File: config.mk
export PLATFORM = sky130hd
export DESIGN_NAME = bouncing_sprite_engine
export DESIGN_NICKNAME = d
export VERILOG_FILES = /design/src/rtl/bouncing_sprite_engine.sv
export SDC_FILE = /design/constraint.sdc
export NUM_CORES = 1
export LEC_CHECK = 0
export CAP_MARGIN = 20
export CORE_MARGIN = 2
export CORE_UTILIZATION = 47
export CTS_CLUSTER_DIAMETER = 100
export DETAILED_ROUTE_END_ITERATION = 7
export HOLD_SLACK_MARGIN = 0.06
export PLACE_DENSITY = 0.64
export SYNTH_ARGS = -nofsm -noshare
export SYNTH_HDL_FRONTEND = slang
export SYNTH_SLANG_ARGS = --single-unit
File: constraint.sdc
create_clock -name i_clk -period 4.8 [get_ports i_clk]
set_input_delay 0.96 -clock i_clk [delete_from_list [all_inputs] [get_ports i_clk]]
set_output_delay 0.96 -clock i_clk [all_outputs]
set_load 0.005 [all_outputs]
File: src/rtl/bouncing_sprite_engine.sv
// Animates N_SPR square sprites that bounce inside the visible area and
// composites them over a background colour with a registered pixel output.
module bouncing_sprite_engine #(
    parameter int          N_SPR    = 4,
    parameter int          SPR_SIZE = 32,
    parameter logic [95:0] SPR_RGB  = {48'h0, 12'hFF0, 12'h00F, 12'h0F0, 12'hF00},
    parameter logic [11:0] BG_RGB   = 12'h000,
    parameter int          X_MAX    = 639,
    parameter int          Y_MAX    = 479,
    parameter int          TICK_Y   = 481,
    parameter int          VEL_MAX  = 7
) (
    input  logic             i_clk,
    input  logic             i_reset,
    input  logic             i_video_on,
    input  logic [9:0]       i_x,
    input  logic [9:0]       i_y,
    input  logic             i_pause,
    input  logic [2:0]       i_speed,
    output logic [11:0]      o_rgb,
    output logic             o_frame_tick,
    output logic [N_SPR-1:0] o_bounce
);

    localparam int             PW       = 11;
    localparam logic [PW-1:0]  X_LIM    = PW'(X_MAX - SPR_SIZE + 1);
    localparam logic [PW-1:0]  Y_LIM    = PW'(Y_MAX - SPR_SIZE + 1);
    localparam logic [PW-1:0]  SPR_LAST = PW'(SPR_SIZE - 1);
    localparam logic [PW-1:0]  V_CAP    = PW'(VEL_MAX);
    localparam logic [9:0]     TICK_ROW = 10'(TICK_Y);

    logic [N_SPR-1:0][PW-1:0] x_q, x_d, y_q, y_d;
    logic [N_SPR-1:0]         dx_q, dx_d, dy_q, dy_d;
    logic [N_SPR-1:0]         bounce_q, bounce_d;
    logic [11:0]              rgb_q, rgb_d;
    logic                     tick_q, tick_d;

    logic [N_SPR-1:0][PW+1:0] step_x, step_y;
    logic [PW-1:0]            spd, v;
    logic                     move;
    logic                     hit_any;
    logic [11:0]              hit_rgb;
    logic [PW-1:0]            pix_x, pix_y;

    // Returns {new_pos, new_dir_is_plus, reflected}; a reflection clamps to the wall.
    function automatic logic [PW+1:0] step_axis(input logic [PW-1:0] pos,
                                                input logic          fwd,
                                                input logic [PW-1:0] vel,
                                                input logic [PW-1:0] lim);
        logic [PW+1:0] r;
        if (fwd) begin
            if (pos + vel > lim) r = {lim, 1'b0, 1'b1};
            else                 r = {pos + vel, 1'b1, 1'b0};
        end else begin
            if (pos < vel)       r = {{PW{1'b0}}, 1'b1, 1'b1};
            else                 r = {pos - vel, 1'b0, 1'b0};
        end
        return r;
    endfunction

    always_comb begin
        tick_d = (i_y == TICK_ROW) && (i_x == 10'd0);
        spd    = {{(PW-3){1'b0}}, i_speed};
        v      = (spd > V_CAP) ? V_CAP : spd;
        move   = tick_d && !i_pause && (v != '0);

        x_d      = x_q;
        y_d      = y_q;
        dx_d     = dx_q;
        dy_d     = dy_q;
        bounce_d = '0;
        for (int k = 0; k < N_SPR; k++) begin
            step_x[k] = step_axis(x_q[k], dx_q[k], v, X_LIM);
            step_y[k] = step_axis(y_q[k], dy_q[k], v, Y_LIM);
            if (move) begin
                x_d[k]      = step_x[k][PW+1:2];
                dx_d[k]     = step_x[k][1];
                y_d[k]      = step_y[k][PW+1:2];
                dy_d[k]     = step_y[k][1];
                bounce_d[k] = step_x[k][0] | step_y[k][0];
            end
        end

        // Scan from the highest index down so the lowest-index sprite wins overlaps.
        pix_x   = {1'b0, i_x};
        pix_y   = {1'b0, i_y};
        hit_any = 1'b0;
        hit_rgb = BG_RGB;
        for (int k = N_SPR - 1; k >= 0; k--) begin
            if (pix_x >= x_q[k] && pix_x <= x_q[k] + SPR_LAST &&
                pix_y >= y_q[k] && pix_y <= y_q[k] + SPR_LAST) begin
                hit_any = 1'b1;
                hit_rgb = SPR_RGB[12*k +: 12];
            end
        end

        if (!i_video_on)  rgb_d = 12'h000;
        else if (hit_any) rgb_d = hit_rgb;
        else              rgb_d = BG_RGB;
    end

    always_ff @(posedge i_clk or posedge i_reset) begin
        if (i_reset) begin
            for (int k = 0; k < N_SPR; k++) begin
                x_q[k]  <= PW'(16 + k * (SPR_SIZE + 16));
                y_q[k]  <= PW'(16 + k * 24);
                dx_q[k] <= ((k % 2) == 0);
                dy_q[k] <= 1'b1;
            end
            bounce_q <= '0;
            rgb_q    <= 12'h000;
            tick_q   <= 1'b0;
        end else begin
            x_q      <= x_d;
            y_q      <= y_d;
            dx_q     <= dx_d;
            dy_q     <= dy_d;
            bounce_q <= bounce_d;
            rgb_q    <= rgb_d;
            tick_q   <= tick_d;
        end
    end

    assign o_rgb        = rgb_q;
    assign o_frame_tick = tick_q;
    assign o_bounce     = bounce_q;

endmodule

Yosys cells after proc, flatten, opt, wreduce, memory -nomap -nowiden
Cells that the tools add are included.
- bitwise operators: 4
- magnitude comparators: 32
- eq/ne operators: 1
- reduce and logical (&&, ||, !) cells: 18
- mux-type cells: 38
- add/subtract/negate cells: 24
- operators by type and width (cell ; number):
    2-to-1 mux 13 bit ; 24
    adder 11 x 3 -> 11 bit ; 8
    adder 11 x 5 -> 11 bit (second input constant) ; 8
    >= comparator 10 x 11 -> 1 bit ; 8
    <= comparator 10 x 11 -> 1 bit ; 8
    less-than comparator 11 x 3 -> 1 bit ; 8
    subtractor 11 x 3 -> 11 bit ; 8
    2-to-1 mux 12 bit ; 6
    > comparator 11 x 10 -> 1 bit (second input constant) ; 4
    > comparator 11 x 9 -> 1 bit (second input constant) ; 4
    logical AND 1 bit ; 15
    == test 10 x 9 -> 1 bit (second input constant) ; 1
    zero test 10 bit ; 1
    2-to-1 mux 1 bit ; 8
    bitwise OR 1 bit ; 4
    nonzero test 3 bit ; 1
    zero test 1 bit ; 1
- output and inout bits: 17
- word-level logic and storage cells: 130
- register bits after elaboration: 113
- bits of input ports: 27

Longest topological paths before layout
- word-level depth: 11
- gate-level depth with buffers: 15
- gate-level depth less buffers: 15

Worst setup path before layout
OpenSTA, ideal clock, no wires.
- path kind: input port to flip-flop
- from: in i_speed[1]
- to: reg x_q[12] (netlist name)
- buffers on the path: 0
- required time: 4716 ps
- cell stages on the path: 10
- library setup time: 84 ps
- arrival: 3607 ps
- path slack: 1109 ps
- cells stage by stage: inv_1 fa_1 o21ba_2 nor3_1 nand4_1 xnor2_1 a2111o_1 nor2b_1 o221ai_1 a21boi_0
- longest elaborated chain between the ends: 4
- elaborated cells on any way between the ends: 9
- classes of those cells: 2 x add/sub; 2 x order compare; 3 x mux; 2 x reduce/logical
- ends and longest elaborated chain (what ; RTL line ; text):
    start: declaration ; 19 ; input logic [2:0] i_speed,
    adder 11 x 3 -> 11 bit ; 52, 53 ;
    > comparator 11 x 10 -> 1 bit ; 52 ; if (pos + vel > lim) r = {lim, 1'b0, 1'b1};
    2-to-1 mux 13 bit ; 52 ;
    2-to-1 mux 13 bit ; 51 ; if (fwd) begin
    end signal: indexed assignment ; 105 ; x_q[k] <= PW'(16 + k * (SPR_SIZE + 16));
    end: declaration ; 32 ; logic [N_SPR-1:0][PW-1:0] x_q, x_d, y_q, y_d;
Parallel ways exist; a longest one is shown, timed or not.
A chain may end at the register's enable or synchronous reset.

Worst setup path in the final report
- from: in i_speed[2]
- to: reg x_q[12] (netlist name)
- longest elaborated chain between the ends: 4
- elaborated cells on any way between the ends: 8
- classes of those cells: 1 x add/sub; 2 x order compare; 3 x mux; 2 x reduce/logical
- ends and longest elaborated chain (what ; RTL line):
    adder 11 x 3 -> 11 bit ; 52
    > comparator 11 x 10 -> 1 bit ; 52
    2-to-1 mux 13 bit ; 52
    2-to-1 mux 13 bit ; 51
Parallel ways exist; a longest one is shown, timed or not.

==> impl_metrics.env <==
export IMPL_final_util_pct=51.2
export IMPL_hold_violations=0
export IMPL_pre_cts_ws_ns=0.240
export IMPL_synth_nets=2073
export IMPL_clock_skew_ns=0.0144
export IMPL_grt_busiest_layer="met2"
export IMPL_place_inst=2176
export IMPL_drive_gt1_share_pct=5.72
export IMPL_start_util_pct=47.9
export IMPL_fillerInstances=2867
export IMPL_fin_total_pwr_w=0.00214
export IMPL_worstSetupStartpointType="input port"
export IMPL_worst_slew_pin_slew_ns=0.913
export IMPL_max_slew_margin_rel_pct=39.1
export IMPL_arrival_ns=4.52
export IMPL_max_cap_violations=0
export IMPL_timing_final_ws_setup_ns=0.586
export IMPL_p_int_w=0.00143
export IMPL_tns_ns=0
export IMPL_overflow=0
export IMPL_finalCriticalPeriod_ns=4.21
export IMPL_hp_class="reg -> reg"
export IMPL_ir_drop_mv=0.184
export IMPL_rows=63
export IMPL_antenna_diode_count=0
export IMPL_critical_path_class="in -> reg"
export IMPL_swShare_pct=33.1
export IMPL_final_cell_count_no_fill=2192
export IMPL_synthesis_area_mm2=0.0143
export IMPL_numClockSinks=104
export IMPL_async_flop_share_pct=100
export IMPL_crit_fanout=8
export IMPL_htreeDepth=3
export IMPL_syn_area_per_cell_um2=7.87
export IMPL_end_kind="register"
export IMPL_yosys_top_cells_count="ha_1 (216), o21ai_0 (147), nand2_1 (131)"
export IMPL_grtUsageMet2_pct=44.0
export IMPL_gp_congestion=0.966
export IMPL_r2r_cells=13
export IMPL_cts_repair_resize_count=0
export IMPL_synth_most_common_cell="ha_1"
export IMPL_die_w_um=178
export IMPL_core_area_mm2=0.0298
export IMPL_clkPwrFrac_pct=36.6
export IMPL_die_area_mm2=0.0318
export IMPL_fmaxAchievable_ghz=0.237
export IMPL_drt_antenna_violating_nets=0
export IMPL_synth_edf_count=0
export IMPL_synthToLayoutAreaGrowth_pct=6.72
export IMPL_die_height_um=178
export IMPL_drc=0
export IMPL_synth_cell_types=94
export IMPL_ctsRootBufferMaster="clkbuf_16"
export IMPL_p_switching_w=0.000708
export IMPL_post_route_period_util_pct=87.8
export IMPL_seq_power_share_pct=41.6
export IMPL_ys_warn_count=0
export IMPL_synth_ff_latch_count=104
export IMPL_dpl_hpwl_um=31300
export IMPL_cts_hold_buf=0
export IMPL_drv_slew=0
export IMPL_post_cts_buffers=0
export IMPL_worstSkewPairLatency_ns=0.38
export IMPL_final_nets=2056
export IMPL_synth_top_area_cell="ha_1"
export IMPL_synthesis_instances=1814
export IMPL_setup_viol=0
export IMPL_grt_pass1_vias=13000
export IMPL_crit_required_ns=5.11
export IMPL_combPwrFrac_pct=21.9
export IMPL_cts_made_buffers=9
export IMPL_grt_use_met3_pct=3.73
export IMPL_firstDrtPassIters=6
export IMPL_wl_per_cell_um=19.2
export IMPL_grt_pass1_wl_um=68000
export IMPL_power_density_mw_per_mm2=140
export IMPL_pin_count=44
export IMPL_cts_reportedPaths_clkPinSlew_ns=0.09
export IMPL_antenna_found_initial=0
export IMPL_finalWirelength_um=42000
export IMPL_grt_total_usage_pct=26.8
export IMPL_cts_buffer_depth=2
export IMPL_post_drt_via_cell_ratio=6.28
export IMPL_vias=13800
export IMPL_whs_path_depth=2
export IMPL_rsz0062_at_grt="no"
export IMPL_cts_tree="yes"
export IMPL_port_buffers=43
export IMPL_seq_area_frac_synth_pct=18.4
export IMPL_drt_first_iter_violations=1152
export IMPL_grt_max_degree=68
export IMPL_synth_top_area_share_pct=18.9
export IMPL_synth_main_ff_cell="dfrtp_1"
export IMPL_synth_area_top_cells="ha_1 (19%), dfrtp_1 (15%), xnor2_1 (6.5%)"
export IMPL_status="complete, no violations"
export IMPL_p_leak_nw=6.15
export IMPL_met1_usage_pct=36.3
==> cell usage in the layout, fill, tap and decap left out, types with 29 or more instances in the layout <==
| cell type | n |
|---|---|
| ha_1 | 216 |
| o21ai_0 | 147 |
| nand2_1 | 130 |
| nor2_1 | 123 |
| inv_1 | 112 |
| a21oi_1 | 108 |
| xnor2_1 | 106 |
| dfrtp_1 | 84 |
| nand3_1 | 83 |
| nor3_1 | 76 |
| clkdlybuf4s50_1 | 43 |
| nand4_1 | 38 |
| a31oi_1 | 29 |
==> worst paths after layout <==
check / slack (ns) / startpoint / to
min: 0.53 / x_q[4] / x_q[4]
min reg2reg: 0.53 / x_q[4] / x_q[4]
max: 0.59 / i_speed[2] / x_q[12]
max reg2reg: 1.02 / x_q[6] / o_rgb[3]
min in group asynchronous: 1.14 / i_reset / x_q[6]
max in group asynchronous: 2.85 / i_reset / y_q[39]
==> per-stage QoR <==
stage / instance area [um^2] / hold WS (ns)
after floorplan: 14300 / 0.484
after global placement: 15000 / 0.518
after detailed placement: 15000 / 0.512
after CTS: 15200 / 0.525
after global routing: 15200 / 0.552
final: 15200 / 0.529
==> cell families after synthesis <==
| family | share of synthesized area [%] |
|---|---|
| muxes | 0.289 |
| xor gates and xnor gates | 7.18 |
| and+or+nand+nor | 21.4 |
| buffers and inverters | 6.95 |
| AOI/OAI and AO/OA | 24.6 |
| adders and majority gates | 21.2 |
| DFF | 18.4 |
==> area by class of cell <==
cell class	instances	area (um^2)	area share [%]
inverters	124	468	3.07
flip-flops and latches	104	2630	17.2
clock inverters	7	61.3	0.402
multi-input cells	1484	10700	70.0
clock buffers	9	225	1.48
repair buffers	74	701	4.60
well taps	390	488	3.20
==> routing by layer <==
metal / vias to the layer above / share of wire [%] / routed length, um
met3: 79 / 5.2 / 2170
met2: 415 / 46 / 19400
met5: - / 0 / 0
met4: 0 / 2.9 / 1240
li1: 6662 / - / -
met1: 6612 / 46 / 19200
==> flip-flops by register name, summed over array words and instances, names as in the netlist <==
register and cells:
dx_q 4, dy_q 4, o_bounce 4, o_frame_tick 1, o_rgb 3, x_q 44, y_q 44
==> power by group through the flow <==
stage	logic, W	registers (W)	clock network, W
floorplan	0.000295	0.000898	0
finish	0.000468	0.000890	0.000783
detailed placement	0.000463	0.000906	0
global placement	0.000452	0.000906	0
global route	0.000524	0.000891	0.000840
CTS	0.000466	0.000889	0.000806
==> worst max-delay path, cell delays in order <==
cell and delay (ns):
clkdlybuf4s50_1 0.42, inv_1 0.58, ha_1 0.44, o21ba_2 0.29, nor3_1 0.39, nand4_1 0.17
xnor2_1 0.17, a2111o_1 0.42, nor2b_1 0.24, o221ai_1 0.24, a21boi_0 0.19
Note: power is estimated with default switching activity, not from simulation.
